**src/rtl/uart_pkg.sv**
```systemverilog
// Shared UART definitions: baud select encodings, baud-switch FSM state codes,
// and a counter-width helper.
package uart_pkg;

    localparam int unsigned BAUD_SEL_W   = 2;
    localparam int unsigned ST_W         = 2;
    localparam int unsigned SETTLE_CNT_W = 8;

    localparam logic [BAUD_SEL_W-1:0] BAUD_SEL_9600   = 2'b00;
    localparam logic [BAUD_SEL_W-1:0] BAUD_SEL_19200  = 2'b01;
    localparam logic [BAUD_SEL_W-1:0] BAUD_SEL_115200 = 2'b10;
    localparam logic [BAUD_SEL_W-1:0] BAUD_SEL_256000 = 2'b11;

    localparam logic [ST_W-1:0] ST_IDLE   = 2'd0;
    localparam logic [ST_W-1:0] ST_DRAIN  = 2'd1;
    localparam logic [ST_W-1:0] ST_SETTLE = 2'd2;
    localparam logic [ST_W-1:0] ST_DONE   = 2'd3;

    // Bits needed to hold 0..max_val, never less than one.
    function automatic int unsigned cnt_width(input int unsigned max_val);
        return (max_val == 0) ? 1 : $clog2(max_val + 1);
    endfunction

endpackage

```
**src/rtl/baud_switch_ctrl.sv**
```systemverilog
// Sequences a baud-rate change: hold TX, wait for both paths to drain, switch the
// select, let the generator settle for SETTLE_TICKS ticks, then acknowledge.
module baud_switch_ctrl
    import uart_pkg::*;
#(
    parameter logic [BAUD_SEL_W-1:0] RESET_SEL      = BAUD_SEL_9600,
    parameter int unsigned           SETTLE_TICKS   = 16,
    parameter int unsigned           TIMEOUT_CYCLES = 1_000_000
) (
    input  logic                  clk_i,
    input  logic                  rstn_i,
    input  logic                  req_i,
    input  logic [BAUD_SEL_W-1:0] req_sel_i,
    input  logic                  tx_busy_i,
    input  logic                  rx_busy_i,
    input  logic                  baud_en_i,
    output logic [BAUD_SEL_W-1:0] baud_sel_o,
    output logic                  hold_o,
    output logic                  busy_o,
    output logic                  ack_o,
    output logic                  err_o
);

    localparam int unsigned TMO_W = cnt_width(TIMEOUT_CYCLES);
    localparam bit          TMO_EN = (TIMEOUT_CYCLES != 0);
    localparam logic [TMO_W-1:0]        TMO_LAST    = TMO_W'(TIMEOUT_CYCLES - 1);
    localparam logic [SETTLE_CNT_W-1:0] SETTLE_LAST = SETTLE_CNT_W'(SETTLE_TICKS - 1);

    logic [ST_W-1:0]         st_q, st_d;
    logic [BAUD_SEL_W-1:0]   sel_r_q, sel_r_d;
    logic [BAUD_SEL_W-1:0]   baud_sel_q, baud_sel_d;
    logic [TMO_W-1:0]        tmo_cnt_q, tmo_cnt_d;
    logic [SETTLE_CNT_W-1:0] settle_cnt_q, settle_cnt_d;
    logic                    hold_q, hold_d;
    logic                    busy_q, busy_d;
    logic                    ack_q, ack_d;
    logic                    err_q, err_d;
    logic                    abort_c;

    // State, datapath and output registers
    always_ff @(posedge clk_i or negedge rstn_i) begin
        if (!rstn_i) begin
            st_q         <= ST_IDLE;
            sel_r_q      <= RESET_SEL;
            baud_sel_q   <= RESET_SEL;
            tmo_cnt_q    <= '0;
            settle_cnt_q <= '0;
            hold_q       <= 1'b0;
            busy_q       <= 1'b0;
            ack_q        <= 1'b0;
            err_q        <= 1'b0;
        end else begin
            st_q         <= st_d;
            sel_r_q      <= sel_r_d;
            baud_sel_q   <= baud_sel_d;
            tmo_cnt_q    <= tmo_cnt_d;
            settle_cnt_q <= settle_cnt_d;
            hold_q       <= hold_d;
            busy_q       <= busy_d;
            ack_q        <= ack_d;
            err_q        <= err_d;
        end
    end

    // Next state and datapath updates
    always_comb begin
        st_d         = st_q;
        sel_r_d      = sel_r_q;
        baud_sel_d   = baud_sel_q;
        tmo_cnt_d    = tmo_cnt_q;
        settle_cnt_d = settle_cnt_q;
        abort_c      = 1'b0;
        case (st_q)
            ST_IDLE: begin
                if (req_i) begin
                    if (req_sel_i != baud_sel_q) begin
                        sel_r_d   = req_sel_i;
                        tmo_cnt_d = '0;
                        st_d      = ST_DRAIN;
                    end else begin
                        st_d = ST_DONE;
                    end
                end
            end
            ST_DRAIN: begin
                // A drained cycle takes priority over a coincident timeout.
                if (!tx_busy_i && !rx_busy_i) begin
                    baud_sel_d   = sel_r_q;
                    settle_cnt_d = '0;
                    st_d         = ST_SETTLE;
                end else if (TMO_EN && (tmo_cnt_q == TMO_LAST)) begin
                    abort_c = 1'b1;
                    st_d    = ST_DONE;
                end else begin
                    tmo_cnt_d = tmo_cnt_q + TMO_W'(1);
                end
            end
            ST_SETTLE: begin
                if (baud_en_i) begin
                    if (settle_cnt_q == SETTLE_LAST) begin
                        st_d = ST_DONE;
                    end
                    if (settle_cnt_q != '1) begin
                        settle_cnt_d = settle_cnt_q + SETTLE_CNT_W'(1);
                    end
                end
            end
            ST_DONE: st_d = ST_IDLE;
            default: st_d = ST_IDLE;
        endcase
    end

    // Outputs follow the next state so they line up with the registered state
    always_comb begin
        hold_d = 1'b0;
        busy_d = 1'b0;
        ack_d  = 1'b0;
        err_d  = 1'b0;
        hold_d = (st_d == ST_DRAIN) || (st_d == ST_SETTLE);
        busy_d = (st_d != ST_IDLE);
        ack_d  = (st_d == ST_DONE);
        err_d  = (st_d == ST_DONE) && abort_c;
    end

    assign baud_sel_o = baud_sel_q;
    assign hold_o     = hold_q;
    assign busy_o     = busy_q;
    assign ack_o      = ack_q;
    assign err_o      = err_q;

endmodule

```
**config.mk**
```make
export PLATFORM = sky130hd
export DESIGN_NAME = baud_switch_ctrl
export DESIGN_NICKNAME = d
export VERILOG_FILES = /design/src/rtl/uart_pkg.sv /design/src/rtl/baud_switch_ctrl.sv
export SDC_FILE = /design/constraint.sdc
export NUM_CORES = 1
export LEC_CHECK = 0
export ABC_AREA = 1
export CORE_UTILIZATION = 54
export CTS_CLUSTER_DIAMETER = 60
export DETAILED_ROUTE_END_ITERATION = 8
export GPL_TIMING_DRIVEN = 1
export PLACE_DENSITY = 0.76
export SLEW_MARGIN = 20
export SYNTH_ARGS = -nofsm -noshare
export SYNTH_HDL_FRONTEND = slang
export SYNTH_SLANG_ARGS = --single-unit
```
**constraint.sdc**
```tcl
create_clock -name clk_i -period 1.65 [get_ports clk_i]
set_input_delay 0.165 -clock clk_i [delete_from_list [all_inputs] [get_ports clk_i]]
set_output_delay 0.165 -clock clk_i [all_outputs]
set_load 0.02 [all_outputs]
```
==> results of run 1 <==
==> critical path: cells and delay by family, from the launching register on <==
family / cells / cell delay (ns)
simple gates: 6 / 0.54
fa+ha+maj: 2 / 0.34
flops: 1 / 0.41
buf+inv: 2 / 0.16
compound gates: 1 / 0.16
==> power breakdown <==
part / leakage, µW / internal, µW / switching (µW)
registers: 0.000510 / 1080 / 102
clock network: 0.0000482 / 337 / 327
logic: 0.000839 / 679 / 992
==> state kept, by name, indices dropped and copies added, names as in the netlist <==
name          count
baud_sel_o        2
st_q              2
tmo_cnt_q        20
sel_r_q           2
ack_o             1
settle_cnt_q      8
err_o             1
busy_o            1
hold_o            1
==> layer usage <==
| layer | GRT usage [%] | up-vias | share of wire (%) |
|---|---|---|---|
| met5 | 0 | - | 0 |
| met4 | 9.115 | 0 | 1.2 |
| met3 | 5.263 | 8 | 4.0 |
| met2 | 42.65 | 47 | 47 |
| met1 | 36.67 | 1040 | 48 |
| li1 | - | 1169 | - |
==> cell usage in the layout, fill, tap and decap left out, types with 2 or more instances in the layout <==
| master | netlist | routed |
|---|---|---|
| nand2_1 | 109 | 108 |
| nor2_1 | 53 | 52 |
| dfrtp_1 | 38 | 38 |
| buf_4 | 2 | 36 |
| inv_1 | 25 | 25 |
| nand3_1 | 25 | 23 |
| clkdlybuf4s50_1 | 0 | 12 |
| o21ai_0 | 8 | 8 |
| o21ai_1 | 8 | 8 |
| xor2_1 | 8 | 8 |
| inv_2 | 7 | 7 |
| o21ai_2 | 6 | 6 |
| clkbuf_8 | 0 | 6 |
| nand2_2 | 5 | 5 |
| nor3_1 | 5 | 4 |
| a21oi_1 | 5 | 4 |
| nand3b_1 | 4 | 4 |
| nor2_4 | 2 | 3 |
| nor2_2 | 3 | 3 |
| nand3_4 | 2 | 3 |
| nand3_2 | 2 | 3 |
| xnor2_1 | 2 | 2 |
| clkinv_1 | 2 | 2 |
| nand4_1 | 2 | 2 |
| ha_4 | 0 | 2 |
| ha_2 | 0 | 2 |
==> layout make-up <==
cell class                 instances  area [µm²]  area share (%)
clock buffer                       7       86.33           2.830
clock inverter                     1       5.005          0.1641
multi-input combinational        258        1366           44.79
timing repair buffer              53       451.7           14.81
tap                               50       62.56           2.051
inverter                          34       127.6           4.184
sequential                        38       950.9           31.17
==> cell families (layout without fill, tap and decap cells) <==
kind of cell / Yosys count / count (layout) / synth area share (%)
XOR/XNOR: 10 / 10 / 3.665
buffers and inverters: 40 / 95 / 7.277
AND/OR/NAND/NOR: 215 / 215 / 39.95
flip-flops: 38 / 38 / 39.79
adder cells (fa/ha/maj): 4 / 4 / 2.094
AO/OA/AOI/OAI: 29 / 29 / 7.225
==> per-stage QoR <==
step / cells / setup TNS [ns] / util [%]
global placement: 428 / -0.02634 / 68.50
floorplan: 336 / 0 / -
detailed placement: 428 / -0.3230 / 68.50
finish: 441 / -0.07650 / 74.13
CTS: 437 / 0 / 71.60
global route: 441 / -1.735 / 74.13
==> what timing repair did <==
item / in CTS / in global routing
endpoints found under the hold margin: 38 / 0
resized for setup: 4 / 15
pin swaps: 0 / 5
setup endpoints to repair: 2 / 30
hold buffers: 1 / 0
setup buffers: 0 / 4
==> path summary, 6_finish.rpt <==
path | slack, ns | depth (start not counted) | to
min in group clk_i | 0.49 | 3 | sel_r_q[1]
hold / removal | 0.46 | 3 | busy_o
setup / recovery | -0.05 | 11 | err_o
max in group asynchronous | 0.85 | 3 | tmo_cnt_q[19]
hold reg to reg | 0.51 | 2 | sel_r_q[0]
setup reg to reg | -0.05 | 11 | err_o
==> flow_metrics.py, run 1 <==
metrics = {
    "clocking": {
        "cts_tree": "done",
        "clock_latency_ns": 0.29,
        "htreeDepth": 2,
        "clk_pin_slew_worst_paths_ns": 0.07,
        "cts.sinks": 38,
        "numCtsBuffers": 5,
        "cts_buffer_depth": 2,
        "cts_root_buffer": "clkbuf_8",
    },
    "sta": {
        "clock_skew_ns": 0.002662,
        "worst_slack_ns": -0.04968,
        "worst_pin_slew_ns": 0.4755,
        "slew_viol_final": 0,
        "setup_viol": 5,
        "period_needed_ns": 1.700,
        "timing.hold.ws_ns": 0.4595,
        "hold_viol": 0,
        "fmax_ghz": 0.5883,
        "rsz0062_at_grt": "true",
        "final.period_utilization_pct": 103.0,
        "slew-limit-headroom_pct": 68.30,
    },
    "drt": {
        "remaining_drc_errors": 0,
        "initialDrtViolationCount": 145,
        "wl_mm": 5.616,
        "wl_per_cell_um": 12.73,
        "vias_per_cell": 5.134,
        "drt-pass1-iter-count": 4,
        "ant_nets": 0,
        "num_vias": 2264,
    },
    "placement": {
        "gp_congestion": 0.9130,
        "hpwl_mm": 3.963,
        "portBuffers": 13,
        "placed_area_mm2": 0.002819,
        "place_ws_ns": -0.1327,
    },
    "status": {
        "status": "complete, but fails checks",
        "violations": "negative setup slack",
    },
    "global_routing": {
        "gr-total-overflow": 0,
        "grt_max_degree": 39,
        "antenna_found_initial": 0,
        "grt_pass1_vias": 2076,
        "track_usage_pct": 26.93,
        "grt_first_pass_wirelength_mm": 9.142,
    },
    "job": {
        "maxCapViolations": 0,
    },
    "yosys": {
        "synthArstFlopShare_pct": 100.0,
        "syn_nets": 348,
        "ys_types": 31,
        "synth-seq-area-share_pct": 39.79,
        "syn_avg_cell_area_um2": 7.112,
        "synth_common_cells": "109 x nand2_1, 53 x nor2_1, 38 x dfrtp_1",
        "synth_top_cell_area_share_pct": 39.79,
        "synth_area_leaders": "dfrtp_1 40%, nand2_1 17%, nor2_1 8.3%, nand3_1 5.2%, inv_1 3.9%",
        "netlist_area_mm2": 0.002390,
        "synth_edf_count": 0,
        "ys_ff_latch": 38,
        "syn_inst": 336,
        "yosys.cell_count.top_type": "nand2_1",
        "ys.flop_type": "dfrtp_1",
        "yosys.area.top_type": "dfrtp_1",
        "ys_warn_count": 0,
    },
    "worst_setup_path": {
        "startpoint_type": "flop",
        "max_stage_delay_ns": 0.41,
        "path_max_fanout": 2,
        "cp.arrival_ns": 1.91,
        "worstPathRequired_ns": 1.86,
        "r2r_start": "tmo_cnt_q[0]",
        "crit_type": "reg -> reg",
        "slowest_stage": "dfrtp_1",
        "worstSetupEndpointType": "flop",
        "crit_path_start": "tmo_cnt_q[0]",
        "path_cells": "ha_4 > nand2_2 > inv_2 > nand2_4 > nor2_4 > nand3_4 > a21oi_2 > nor2_2 > inv_1 > ha_2 > nor4b_4",
    },
    "die": {
        "dieArea_mm2": 0.004696,
        "dieWidth_um": 68.53,
        "initial_core_util_pct": 58.07,
        "die_height_um": 68.53,
        "boundaryPins": 14,
        "num_rows": 23,
        "core_mm2": 0.004115,
    },
    "pwr": {
        "peakVddDrop_uv": 748.0,
        "power_uw": 3519,
        "p_leak_uw": 0.001398,
        "powerDensity_mw_per_mm2": 1154,
    },
    "cells_and_area": {
        "area_growth_pct": 27.64,
        "design_area_mm2": 0.003050,
        "drive_gt1_share_pct": 22.25,
        "nets": 402,
        "fill_cells": 314,
        "antenna_cells": 0,
    },
    "min_path": {
        "hold_path.class": "in -> async",
    },
}
Note: power is estimated with default switching activity, not from simulation.
==> run 2: changes to the inputs <==
CORE_UTILIZATION = 55   (was 54)
PLACE_DENSITY = 0.74   (was 0.76)
clock period = 1.78 ns   (was 1.65 ns; I/O delays follow)
==> flow_metrics.py, run 2 (synthesis results as in run 1) <==
metrics = {
    "cells_and_area": {
        "final_cell_mix": "108 x nand2_1, 52 x nor2_1, 38 x dfrtp_1",
        "drive_gt1_share_pct": 15.76,
        "mostFrequentLayoutCell": "nand2_1",
        "largest_reg_flops": 20,
        "nets": 379,
        "stdcell_count": 418,
        "regMostFlops": "tmo_cnt_q",
        "area_growth_pct": 16.91,
        "top_regs": "tmo_cnt_q x20, settle_cnt_q x8",
        "antenna_cells": 0,
        "final_util_pct": 68.37,
        "design_area_mm2": 0.002794,
    },
    "worst_setup_path": {
        "path_max_fanout": 3,
        "worstPathRequired_ns": 1.95,
        "worstSetupEndpointType": "flop",
        "startpoint_type": "flop",
        "rrSetupSlack_ns": 0.09,
        "crit_type": "reg -> reg",
        "cp.arrival_ns": 1.86,
    },
    "drt": {
        "remaining_drc_errors": 0,
        "wl_mm": 5.330,
        "drt-pass1-iter-count": 4,
        "ant_nets": 0,
        "wl_per_cell_um": 12.75,
        "vias_per_cell": 5.220,
        "num_vias": 2182,
        "initialDrtViolationCount": 140,
    },
    "die": {
        "dieArea_mm2": 0.004612,
        "core_mm2": 0.004086,
        "dieWidth_um": 67.92,
        "num_rows": 23,
        "initial_core_util_pct": 58.48,
        "die_height_um": 67.92,
        "boundaryPins": 14,
    },
    "placement": {
        "hpwl_mm": 3.884,
        "placed_area_mm2": 0.002644,
        "gp_congestion": 0.9175,
        "dp_cells": 408,
        "portBuffers": 13,
    },
    "min_path": {
        "hold_path.class": "in -> async",
    },
    "pwr": {
        "peakVddDrop_uv": 810.5,
        "powerDensity_mw_per_mm2": 1096,
        "p_leak_uw": 0.001264,
    },
    "global_routing": {
        "grt_max_degree": 39,
        "met1_usage_pct": 37.24,
        "track_usage_pct": 26.38,
        "grt_first_pass_wirelength_mm": 8.852,
        "use_met3_pct": 5.000,
        "grt_pass1_vias": 1983,
        "grt_busiest_layer": "met2",
        "gr-total-overflow": 0,
        "gr-usage-met2_pct": 39.48,
        "antenna_found_initial": 0,
    },
    "sta": {
        "clock_skew_ns": 0.008445,
        "slew-limit-headroom_pct": 67.79,
        "slew_viol_final": 0,
        "period_needed_ns": 1.692,
        "final.period_utilization_pct": 95.05,
        "setup_viol": 0,
        "fmax_ghz": 0.5911,
        "worst_pin_slew_ns": 0.4831,
        "hold_viol": 0,
    },
    "job": {
        "maxCapViolations": 0,
    },
    "clocking": {
        "cts_buffer_depth": 2,
        "numCtsBuffers": 5,
        "htreeDepth": 2,
        "clock_latency_ns": 0.30,
        "cts_root_buffer": "clkbuf_8",
        "clk_pin_slew_worst_paths_ns": 0.07,
        "cts_tree": "done",
        "cts.sinks": 38,
    },
    "status": {
        "status": "finished clean",
    },
}
## run 2: cell count changes in the layout (fill, tap and decap cells not counted), sizes merged
cell,change
buf,-23
clkbuf,+1
clkinv,-1
## run 2: critical path: stages (launching register included)
cell,delay (ns)
dfrtp_1,0.35
ha_1,0.18
nand2_2,0.07
inv_2,0.06
nand2_2,0.06
nor2_4,0.10
nand3_4,0.11
a21oi_1,0.15
nor2_1,0.07
buf_4,0.13
ha_1,0.28
## run 2: metrics by stage
stage / setup TNS [ns] / hold WS [ns] / worst slack [ns] / power (µW)
2_1_floorplan: 0 / -0.1176 / 0.07835 / 1932
3_3_place_gp: 0 / 0.2579 / 0.1313 / 2317
3_5_place_dp: 0 / 0.2563 / 0.06668 / 2332
4_1_cts: 0 / 0.4718 / 0.05010 / 3038
5_1_grt: -0.003169 / 0.5197 / -0.003169 / 3247
6_report: 0 / 0.4593 / 0.08817 / 3062
## run 2: layout make-up
type                       count  area, µm²
fill                         358       1292
multi-input combinational    258       1287
sequential                    38      950.9
timing repair buffer          30      255.2
inverter                      34      127.6
clock buffer                   8      110.1
tap                           50      62.56
## run 2: worst paths after layout
check / from / end / cells after the start
max in group asynchronous: rstn_i / settle_cnt_q[3] / 3
setup / recovery: tmo_cnt_q[1] / hold_o / 10
min in group clk_i: sel_r_q[0] / sel_r_q[0] / 2
setup reg to reg: tmo_cnt_q[1] / hold_o / 10
hold reg to reg: sel_r_q[0] / sel_r_q[0] / 2
hold / removal: rstn_i / settle_cnt_q[6] / 3
## run 2: per-layer routing
layer,vias to the layer above,part of all wire (%)
met2,63,43
met3,7,5.7
met5,-,0
li1,1121,-
met1,991,49
met4,0,1.7
## run 2: report_power, final
part | internal, µW | switching (µW)
clock network | 391 | 302
registers | 1000 | 90.4
logic | 444 | 833
## run 2: repair_timing
item,in CTS,in global routing
endpoints found under the setup margin,0,6
hold buffers,1,0
hold endpoints to repair,38,0
setup buffers,0,1
gates resized for setup,0,5
==> run 3: changes to the inputs <==
CORE_ASPECT_RATIO = 1.2   (was not set)
DONT_BUFFER_PORTS = 1   (was not set)
PLACE_DENSITY = 0.7   (was 0.74)
==> flow_metrics.py, run 3 (synthesis results as in run 1) <==
metrics = {
    "status": {
        "status": "finished clean",
    },
    "sta": {
        "timing.hold.ws_ns": 0.04186,
        "period_needed_ns": 1.702,
        "slew_viol_final": 0,
        "setup_viol": 0,
        "rsz0062_at_grt": "true",
        "final.period_utilization_pct": 95.61,
        "slew-limit-headroom_pct": 68.38,
        "worst_pin_slew_ns": 0.4725,
        "clock_skew_ns": 0.003781,
        "fmax_ghz": 0.5876,
        "hold_viol": 0,
    },
    "die": {
        "dieArea_mm2": 0.004614,
        "initial_core_util_pct": 59.22,
        "num_rows": 25,
        "die_height_um": 74.21,
        "boundaryPins": 14,
        "dieWidth_um": 62.18,
        "core_mm2": 0.004035,
    },
    "pwr": {
        "internal-power_uw": 1720,
        "powerDensity_mw_per_mm2": 1103,
        "clockPowerShare_pct": 21.9,
        "peakVddDrop_uv": 1010,
        "power.switching_uw": 1254,
        "pwr-share-comb_pct": 39.5,
        "sw_frac_of_total_pct": 42.16,
        "p_leak_uw": 0.001208,
        "power_uw": 2973,
        "seq_power_share_pct": 38.6,
    },
    "drt": {
        "vias_per_cell": 5.164,
        "wl_met3_um": 135,
        "wl_per_cell_um": 12.65,
        "ant_nets": 0,
        "topRoutingLayerUsed": "met4",
        "remaining_drc_errors": 0,
        "num_vias": 2112,
        "wl_met1_mm": 2.143,
        "initialDrtViolationCount": 99,
        "wl_mm": 5.174,
        "drt-pass1-iter-count": 4,
        "wl_met2_mm": 2.732,
    },
    "min_path": {
        "hold_path.class": "in -> reg",
    },
    "clocking": {
        "cts.sinks": 38,
        "cts_root_buffer": "clkbuf_8",
        "cts_tree": "done",
        "htreeDepth": 2,
        "numCtsBuffers": 5,
        "clock_latency_ns": 0.30,
        "clk_pin_slew_worst_paths_ns": 0.08,
        "cts_buffer_depth": 2,
    },
    "worst_setup_path": {
        "cp.arrival_ns": 1.91,
        "path_max_fanout": 3,
        "worstPathRequired_ns": 1.99,
        "slowest_stage": "dfrtp_1",
        "crit_path_end": "err_o",
        "r2r_start": "tmo_cnt_q[0]",
        "rrSetupSlack_ns": 0.08,
        "critPathTopFamily": "simple AND/OR/NAND/NOR gates",
        "max_stage_delay_ns": 0.36,
        "r2r-end": "err_o",
        "cp.depth": 11,
        "crit_type": "reg -> reg",
        "crit_path_start": "tmo_cnt_q[0]",
        "path_cells": "ha_2 > nand2_2 > inv_2 > nand2_2 > nor2_4 > nand3_4 > a21oi_2 > nor2_1 > inv_1 > ha_2 > nor4b_4",
        "path_buf_inv": 2,
        "reg2reg_depth": 11,
        "worstSetupEndpointType": "flop",
        "startpoint_type": "flop",
    },
    "global_routing": {
        "gr-total-overflow": 0,
        "track_usage_pct": 25.08,
        "antenna_found_initial": 0,
        "grt_max_degree": 39,
        "grt_pass1_vias": 2030,
        "grt_first_pass_wirelength_mm": 8.935,
    },
    "cells_and_area": {
        "nets": 366,
        "final_cell_mix": "108 x nand2_1, 53 x nor2_1, 38 x dfrtp_1",
        "final_util_pct": 66.79,
        "largest_reg_flops": 20,
        "mostFrequentLayoutCell": "nand2_1",
        "antenna_cells": 0,
        "area_growth_pct": 12.77,
        "drive_gt1_share_pct": 16.34,
        "top_regs": "tmo_cnt_q x20, settle_cnt_q x8",
        "regMostFlops": "tmo_cnt_q",
    },
    "placement": {
        "portBuffers": 0,
        "hpwl_mm": 3.797,
        "gp_congestion": 0.9129,
    },
    "job": {
        "maxCapViolations": 0,
    },
}
-- run 3: cell types whose count changed in the layout (fill, tap and decap cells not counted), moves of 2 or more --
cell,delta
clkdlybuf4s50_1,-12
ha_2,+2
clkbuf_8,-2
ha_1,-2
-- run 3: power groups by stage --
stage / clock network [µW] / logic, µW / registers, µW
6_report: 650 / 1180 / 1150
3_5_place_dp: 0 / 1050 / 1170
4_1_cts: 670 / 1080 / 1150
3_3_place_gp: 0 / 1050 / 1160
2_1_floorplan: 0 / 758 / 1170
5_1_grt: 696 / 1330 / 1170
-- run 3: timing repair --
item                       4_1_cts  5_1_grt
setup buffers                    0        2
gates resized for setup          0        9
hold buffers                     2        0
setup endpoints to repair        0       22
hold endpoints to repair        38        0
-- run 3: area by class of cell --
class	count	area [µm²]
timing repair buffer	17	142.6
tap	54	67.56
multi-input combinational	258	1305
inverter	34	130.1
fill	353	1340
sequential	38	950.9
clock inverter	2	16.27
clock buffer	6	82.58
-- run 3: per-layer routing --
metal | GRT usage (%) | vias to the layer above
li1 | - | 1097
met1 | 28.29 | 970
met2 | 46.03 | 30
met3 | 4.755 | 15
met4 | 12.66 | 0
met5 | 0 | -
-- run 3: worst min path at each step --
stage                 startpoint           end  slack, ns  depth (start not counted)
floorplan                 rstn_i         ack_o      -0.12                          0
global placement          rstn_i  tmo_cnt_q[3]      -0.12                          0
detailed placement        rstn_i  tmo_cnt_q[3]      -0.12                          0
CTS                 req_sel_i[0]    sel_r_q[0]       0.03                          2
global route        req_sel_i[1]    sel_r_q[1]       0.05                          2
finish              req_sel_i[0]    sel_r_q[0]       0.04                          2
-- run 3: through the flow --
stage	worst slack [ns]	setup TNS [ns]	instances	area [µm²]
2_1_floorplan	0.07835	0	336	2390
3_3_place_gp	0.1181	0	397	2509
3_5_place_dp	0.08963	0	397	2509
4_1_cts	0.06028	0	407	2638
5_1_grt	-0.06395	-0.06395	409	2695
6_report	0.07806	0	409	2695
